--- config.mk ---
export PLATFORM = sky130hd
export DESIGN_NAME = seg_scan_ctrl
export DESIGN_NICKNAME = d
export VERILOG_FILES = /design/src/rtl/seg_scan_ctrl.sv
export SDC_FILE = /design/constraint.sdc
export NUM_CORES = 1
export LEC_CHECK = 0
export BUFFER_PORTS_ARGS = -buffer_cell sky130_fd_sc_hd__buf_2
export CORE_MARGIN = 4
export CORE_UTILIZATION = 50
export DETAILED_ROUTE_END_ITERATION = 8
export PLACE_DENSITY = 0.77
export SYNTH_ARGS = -nofsm -noshare
export SYNTH_HDL_FRONTEND = slang
export SYNTH_SLANG_ARGS = --single-unit
--- constraint.sdc ---
create_clock -name clk -period 4.1 [get_ports clk]
set_input_delay 0.615 -clock clk [delete_from_list [all_inputs] [get_ports clk]]
set_output_delay 0.615 -clock clk [all_outputs]
set_load 0.01 [all_outputs]
--- src/rtl/seg_scan_ctrl.sv ---
// Multiplexed seven-segment scan controller with a double-buffered frame.
// A new frame is committed only at a frame boundary, so a frame never tears mid-scan.
//
//   state    | meaning
//   ---------+-----------------------------------------------------------
//   ST_OFF   | display dark, idx held at 0, waits for en
//   ST_GUARD | anti-ghosting gap, all anodes off, nibble idx presented
//   ST_ON    | digit idx lit (unless blanked) for DIG_CYC cycles
module seg_scan_ctrl #(
    parameter int NUM_DIG   = 8,
    parameter int DIG_CYC   = 50000,
    parameter int BLANK_CYC = 16
) (
    input  logic                   clk,
    input  logic                   rst_n,
    input  logic                   en,
    input  logic                   load_valid,
    input  logic [4*NUM_DIG-1:0]   load_data,
    input  logic [NUM_DIG-1:0]     load_blank,
    output logic                   load_ready,
    output logic [3:0]             digit_data,
    output logic [NUM_DIG-1:0]     an_n,
    output logic                   frame_start
);

    localparam int CNT_MAX = (DIG_CYC > BLANK_CYC) ? DIG_CYC : BLANK_CYC;
    localparam int CNT_W   = $clog2(CNT_MAX);
    localparam int IDX_W   = $clog2(NUM_DIG);

    localparam logic [CNT_W-1:0] DIG_LAST   = CNT_W'(DIG_CYC - 1);
    localparam logic [CNT_W-1:0] BLANK_LAST = CNT_W'(BLANK_CYC - 1);
    localparam logic [IDX_W-1:0] IDX_LAST   = IDX_W'(NUM_DIG - 1);

    typedef enum logic [1:0] {
        ST_OFF   = 2'd0,
        ST_GUARD = 2'd1,
        ST_ON    = 2'd2
    } state_t;

    state_t               state_q, state_d;
    logic [IDX_W-1:0]     idx_q, idx_d;
    logic [CNT_W-1:0]     cnt_q, cnt_d;

    logic                 pend_full_q;
    logic [4*NUM_DIG-1:0] pend_data_q;
    logic [NUM_DIG-1:0]   pend_blank_q;
    logic [4*NUM_DIG-1:0] disp_data_q, disp_data_d;
    logic [NUM_DIG-1:0]   disp_blank_q, disp_blank_d;

    logic                 enter_frame;
    logic                 commit;
    logic                 accept;
    logic [3:0]           digit_data_d;
    logic [NUM_DIG-1:0]   an_n_d;

    assign load_ready = !pend_full_q;
    assign accept     = load_valid && !pend_full_q;

    always_comb begin
        state_d     = state_q;
        idx_d       = idx_q;
        cnt_d       = cnt_q;
        enter_frame = 1'b0;

        if (!en) begin
            state_d = ST_OFF;
            idx_d   = '0;
            cnt_d   = '0;
        end else begin
            case (state_q)
                ST_OFF: begin
                    state_d     = ST_GUARD;
                    idx_d       = '0;
                    cnt_d       = '0;
                    enter_frame = 1'b1;
                end
                ST_GUARD: begin
                    if (cnt_q == BLANK_LAST) begin
                        state_d = ST_ON;
                        cnt_d   = '0;
                    end else begin
                        cnt_d = cnt_q + 1'b1;
                    end
                end
                ST_ON: begin
                    if (cnt_q == DIG_LAST) begin
                        state_d = ST_GUARD;
                        cnt_d   = '0;
                        if (idx_q == IDX_LAST) begin
                            idx_d       = '0;
                            enter_frame = 1'b1;
                        end else begin
                            idx_d = idx_q + 1'b1;
                        end
                    end else begin
                        cnt_d = cnt_q + 1'b1;
                    end
                end
                default: begin
                    state_d = ST_OFF;
                    idx_d   = '0;
                    cnt_d   = '0;
                end
            endcase
        end
    end

    // Commit needs a full pending buffer and accept needs an empty one, so they never collide.
    assign commit = enter_frame && pend_full_q;

    always_comb begin
        disp_data_d  = disp_data_q;
        disp_blank_d = disp_blank_q;
        if (commit) begin
            disp_data_d  = pend_data_q;
            disp_blank_d = pend_blank_q;
        end
    end

    // Outputs are derived from next-state values so the registered copies line up with the state.
    always_comb begin
        digit_data_d = disp_data_d[{idx_d, 2'b00} +: 4];
        an_n_d       = '1;
        if (state_d == ST_ON && !disp_blank_d[idx_d]) begin
            an_n_d[idx_d] = 1'b0;
        end
    end

    always_ff @(posedge clk or negedge rst_n) begin
        if (!rst_n) begin
            state_q     <= ST_OFF;
            idx_q       <= '0;
            cnt_q       <= '0;
            an_n        <= '1;
            digit_data  <= 4'h0;
            frame_start <= 1'b0;
        end else begin
            state_q     <= state_d;
            idx_q       <= idx_d;
            cnt_q       <= cnt_d;
            an_n        <= an_n_d;
            digit_data  <= digit_data_d;
            frame_start <= enter_frame;
        end
    end

    always_ff @(posedge clk or negedge rst_n) begin
        if (!rst_n) begin
            pend_full_q  <= 1'b0;
            pend_data_q  <= '0;
            pend_blank_q <= '1;
            disp_data_q  <= '0;
            disp_blank_q <= '1;
        end else begin
            disp_data_q  <= disp_data_d;
            disp_blank_q <= disp_blank_d;
            if (commit) begin
                pend_full_q <= 1'b0;
            end else if (accept) begin
                pend_full_q  <= 1'b1;
                pend_data_q  <= load_data;
                pend_blank_q <= load_blank;
            end
        end
    end

endmodule
* Word level (Yosys, flattened, before mapping) *
Index checks and enable logic that the tools add are counted.

operators by class
  equality and inequality tests = 6
  bitwise operators = 2
  shifts and indexed selects = 1
  add/sub/neg operators = 2
  $lt $le $gt $ge = 2
  multiplexer cells = 25
  reductions and logical operators = 9

operators by type and width
  kind                                                                    number
  16-bit 2-to-1 mux                                                       3
  32-bit 2-to-1 mux                                                       1
  16-bit case mux with 2 select lines                                     1
  32-bit by 6-bit variable part select with 4-bit output                  1
  16-bit by 1-bit adder with 16-bit output, second input constant         1
  16-bit equality test, second input constant                             1
  16-bit by 4-bit equality test with 1-bit output, second input constant  1
  8-bit 2-to-1 mux                                                        2
  3-bit 2-to-1 mux                                                        3
  8-bit inverter                                                          1
  1-bit 2-to-1 mux                                                        7
  2-bit 2-to-1 mux                                                        3
  2-bit case mux with 3 select lines                                      1
  3-bit case mux with 2 select lines                                      1
  2-bit equality test, second input constant                              2
  1-bit logical AND                                                       4
  3-bit by 4-bit < comparator with 1-bit output, second input constant    1
  3-bit by 1-bit adder with 3-bit output, second input constant           1
  1-bit binary-select mux with 3-bit select                               1
  1-bit demux with 3-bit select                                           1
  3-bit equality test, second input constant                              1
  3-bit by 1-bit >= comparator with 1-bit output, second input constant   1
  2-bit by 1-bit equality test with 1-bit output, second input constant   1
  1-bit zero test                                                         2
  other kinds (5)                                                         5

storage, ports and cells
  register bits after elaboration = 115
  logic and storage cells = 58
  input port bits = 44

* Longest topological paths before layout *
  depth in word-level cells = 12
  mapped depth = 12
  depth with buffers taken out = 11

* Worst setup path before layout *
No wires, ideal clock.

  path kind = reg2reg
  start point = register cnt_q[4]
  end point = register digit_data[3]
  slack = 1.275 ns
  clock period less this slack = 2.825 ns
  required time = 4.013 ns
  data arrival time = 2.738 ns
  stages on the path, launching flop included = 8
  path buffers = 0
  path through = dfrtp_1 > or4_4 > or3_4 > o31a_1 > a221oi_4 > nor2_2 > or4_1 > o211ai_1

RTL lines
  what                                                    line  RTL
  start, declared                                         42    logic [CNT_W-1:0] cnt_q, cnt_d;
  start signal, assigned                                  140   cnt_q <= cnt_d;
  16-bit equality test                                    86    if (cnt_q == DIG_LAST) begin
  3-bit 2-to-1 mux                                        86
  3-bit case mux with 2 select lines                      70    case (state_q)
  3-bit 2-to-1 mux                                        65    if (!en) begin
  net idx_d[2]                                            41    logic [IDX_W-1:0] idx_q, idx_d;
  32-bit by 6-bit variable part select with 4-bit output  122   digit_data_d = disp_data_d[{idx_d, 2'b00} +: 4];
  net digit_data_d[3]                                     53    logic [3:0] digit_data_d;
  end signal, assigned                                    142   digit_data <= digit_data_d;
  end, declared                                           21    output logic [3:0] digit_data,

The timed path passes the listed nets, and every way through them passes these cells.
A chain may end at the register's enable or synchronous reset.

* Final worst setup path *
  start point = register cnt_q[4]
  end point = register an_n[4]

on the way
  word-level cells in the longest chain between the ends = 11

ends and longest elaborated chain
  what                                                                                    line  RTL
  branches (longest 10 deep; another with 3-bit by 4-bit < comparator with 1-bit output)  n/a
  8-bit 2-to-1 mux *                                                                      124   if (state_d == ST_ON && !disp_blank_d[idx_d]) begin
  net an_n_d[4]                                                                           54    logic [NUM_DIG-1:0] an_n_d;
  end signal, assigned                                                                    141   an_n <= an_n_d;
  end, declared                                                                           22    output logic [NUM_DIG-1:0] an_n,

Mark *: on every way through the listed nets, which the timed path passes. The select of a mux whose other input is x is not followed.

==> impl_results.md <==
- RSZ-0062 raised after global routing: false
- Post-CTS Resized: 0
- Number of synthesized flops with an enable pin: 0
- Synth area leader: dfrtp_1
- Setup TNS: 0 ns
- Number of buffers created by CTS: 17
- Clk buf depth: 2
- Die Area: 11,700 um2
- Nets: 497
- Crit end category: flip-flop
- Slew headroom: 28.4%
- CTS root buf: clkbuf_8
- CP Launch Type: flip-flop
- Cell Area, Placed: 5470 um2
- Finished Layout Cells: approximately 590
- Synthesized area: around 5000 um2
- Mean post-synth cell area: 13.2 um2
- Vias per cell: 5.40
- ANT nets after route: 0
- Die X: 108 um
- Worst Path Max Fanout: 24
- Depth of the worst register-to-register path: 8
- Hold Fails Final Rpt: 0
- Top post-synthesis cells by count: 91 x dfrtp_1, 84 x mux2_2, 29 x nor2_1
- Arrival @ worst endpoint: 3.74 ns
- Postcts setup bufs: 0
- First-pass GRT wire length: 16,200 um
- Most common cell in the netlist: dfrtp_1
- Initial Utilization: between 50% and 60%
- Drt initial violations: about 160
- Clk sinks: 115
- WL/cell: about 16 um
- Synth Instances: 378
- Clock Latency Late Sink: 0.51 ns
- Max Slew Vio Count: 0
- Crit path launch: cnt_q[4]
- Vias in the first global route: around 3,300
- Area Overhead vs Synth: 21.4%
- Final WL: 9730 um
- Share of layout cells above drive strength 1: 46.0%
- CTS H-tree depth: 4
- Crit path required time: 4.50 ns
- Fin util: 62.1%
- Max frequency: 0.299 GHz
- Die H: 108 um
- Core Area: 9770 um2
- Worst Tran Pin Value: 1.07 ns
- Vias post-DR: 3,194
- Dpl cells: 560
- Cell Pwr Density: 658 nW/um2
- # DRC: 0
- Register area share after synthesis: 58.1%
- I/O pin count: 58
- Design area: 6070 um2
- Worst Hold Class: in2async
- Yosys top cell area share: 45.5%
- Yosys warns: 0
- Reg2Reg Setup Slack: 0.75 ns
- Final period util: between 80% and 90%
- Critical path class: reg2reg
- RePlAce Congestion: around 0.82
- Syn Nets: 429
- Final setup fails: 0
- Top cells by area, synth: dfrtp_1 46%, mux2_2 19%, dfstp_2 13%
- Reg clk slew, reported paths: approximately 0.06 ns
- Cts hold-fix bufs: 0
- Gr usage total: around 18%
- VDD IR max: 249 uV
- RR Endpoint: an_n[4]
- Iteration count of the initial detailed-routing pass: 4
- Initial antenna violation count: 0
- # rows: 36
- Reg-to-reg startpoint: cnt_q[4]
- Count of cell types in the netlist: 48
- CTS tree: yes
- Fin crit period: 3.35 ns
- Ys flop type: dfrtp_1
- Clock skew: 0.00817 ns
- Pin count of the biggest net entering global routing: between 60 and 70
- HPWL Detailed: 6790 um
- Crit path capture: an_n[4]
- Port bufs: 57
- Leak: 0.00261 uW
- Antenna cells: 0
- FFs w/ async S/R, synth: 100%
- Yosys reg bits: 115
- Max-Cap Viols: 0
- Status: finished clean
- Global-route congestion overflow total: 0
per-layer routing:
| metal | share of wire, % | track usage [%] |
|---|---|---|
| met5 | 0 | 0 |
| met4 | 1.7 | 7.30 |
| met3 | 5.1 | 4.18 |
| met2 | 50 | 30.2 |
| met1 | 43 | 22.8 |
flip-flops by register name, indices dropped and copies added (netlist names):
name,cells
disp_data_q,32
pend_data_q,32
cnt_q,16
an_n,8
disp_blank_q,8
pend_blank_q,8
digit_data,4
idx_q,3
state_q,2
frame_start,1
pend_full_q,1
worst min path at each step:
stage,depth (start not counted),end,slack (ns),from
2_1_floorplan,0,cnt_q[0],0.32,rst_n
3_3_place_gp,1,cnt_q[0],0.44,cnt_q[0]
3_5_place_dp,1,cnt_q[0],0.45,cnt_q[0]
4_1_cts,1,pend_data_q[28],0.21,rst_n
5_1_grt,1,pend_data_q[28],0.24,rst_n
6_report,1,pend_data_q[28],0.19,rst_n
cell type report:
cell class	count	area (um2)
Inverter	9	33.8
Clock buffer	18	418
Fill cell	767	3700
Timing Repair Buffer	62	325
Tap cell	133	166
Multi-Input combinational cell	241	2030
Clock inverter	14	188
Sequential cell	115	2910
power breakdown:
| part | switching (uW) | internal [uW] |
|---|---|---|
| logic | 339 | 434 |
| clock network | 506 | 982 |
| registers | 169 | 1570 |
kinds of logic (layout without fill, tap and decap cells):
group	after synthesis	after routing	share of synthesized area (%)
compound gates	31	31	5.05
xor+xnor	14	14	2.45
fa+ha+maj	7	7	1.75
simple gates	94	94	9.80
mux	95	95	21.1
buf+inv	22	103	1.70
flops	115	115	58.1
stage by stage:
step	hold WS (ns)	setup WS, ns	power (uW)
global placement	0.444	0.904	2470
floorplan	0.319	1.28	2260
finish	0.185	0.753	4000
global route	0.239	0.490	4190
detailed placement	0.451	0.786	2520
CTS	0.206	0.749	4040
worst max-delay path, cell delays in order (launching register included):
cell	delay (ns)
dfrtp_1	0.42
or4_4	0.56
nor3_2	0.49
a31oi_4	0.46
buf_4	0.37
mux2i_1	0.23
mux2i_1	0.14
a21oi_1	0.41
nand4_1	0.15
layout by cell type, fill, tap and decap left out, types with 5 or more instances in the layout:
cell type | netlist | layout
nor2_1 | 29 | 29
clkbuf_16 | 0 | 16
mux2i_1 | 11 | 11
inv_1 | 8 | 8
nor3_1 | 8 | 8
mux2_2 | 84 | 84
nand3_1 | 12 | 12
o211ai_1 | 7 | 7
buf_2 | 2 | 56
nand2_1 | 8 | 8
buf_4 | 0 | 6
dfstp_2 | 24 | 24
and3_1 | 8 | 8
dfrtp_1 | 91 | 91
ha_1 | 7 | 7
xnor2_1 | 7 | 7
nand4_1 | 5 | 5
xor2_1 | 7 | 7
No activity file was read; power rests on OpenSTA's default activity.
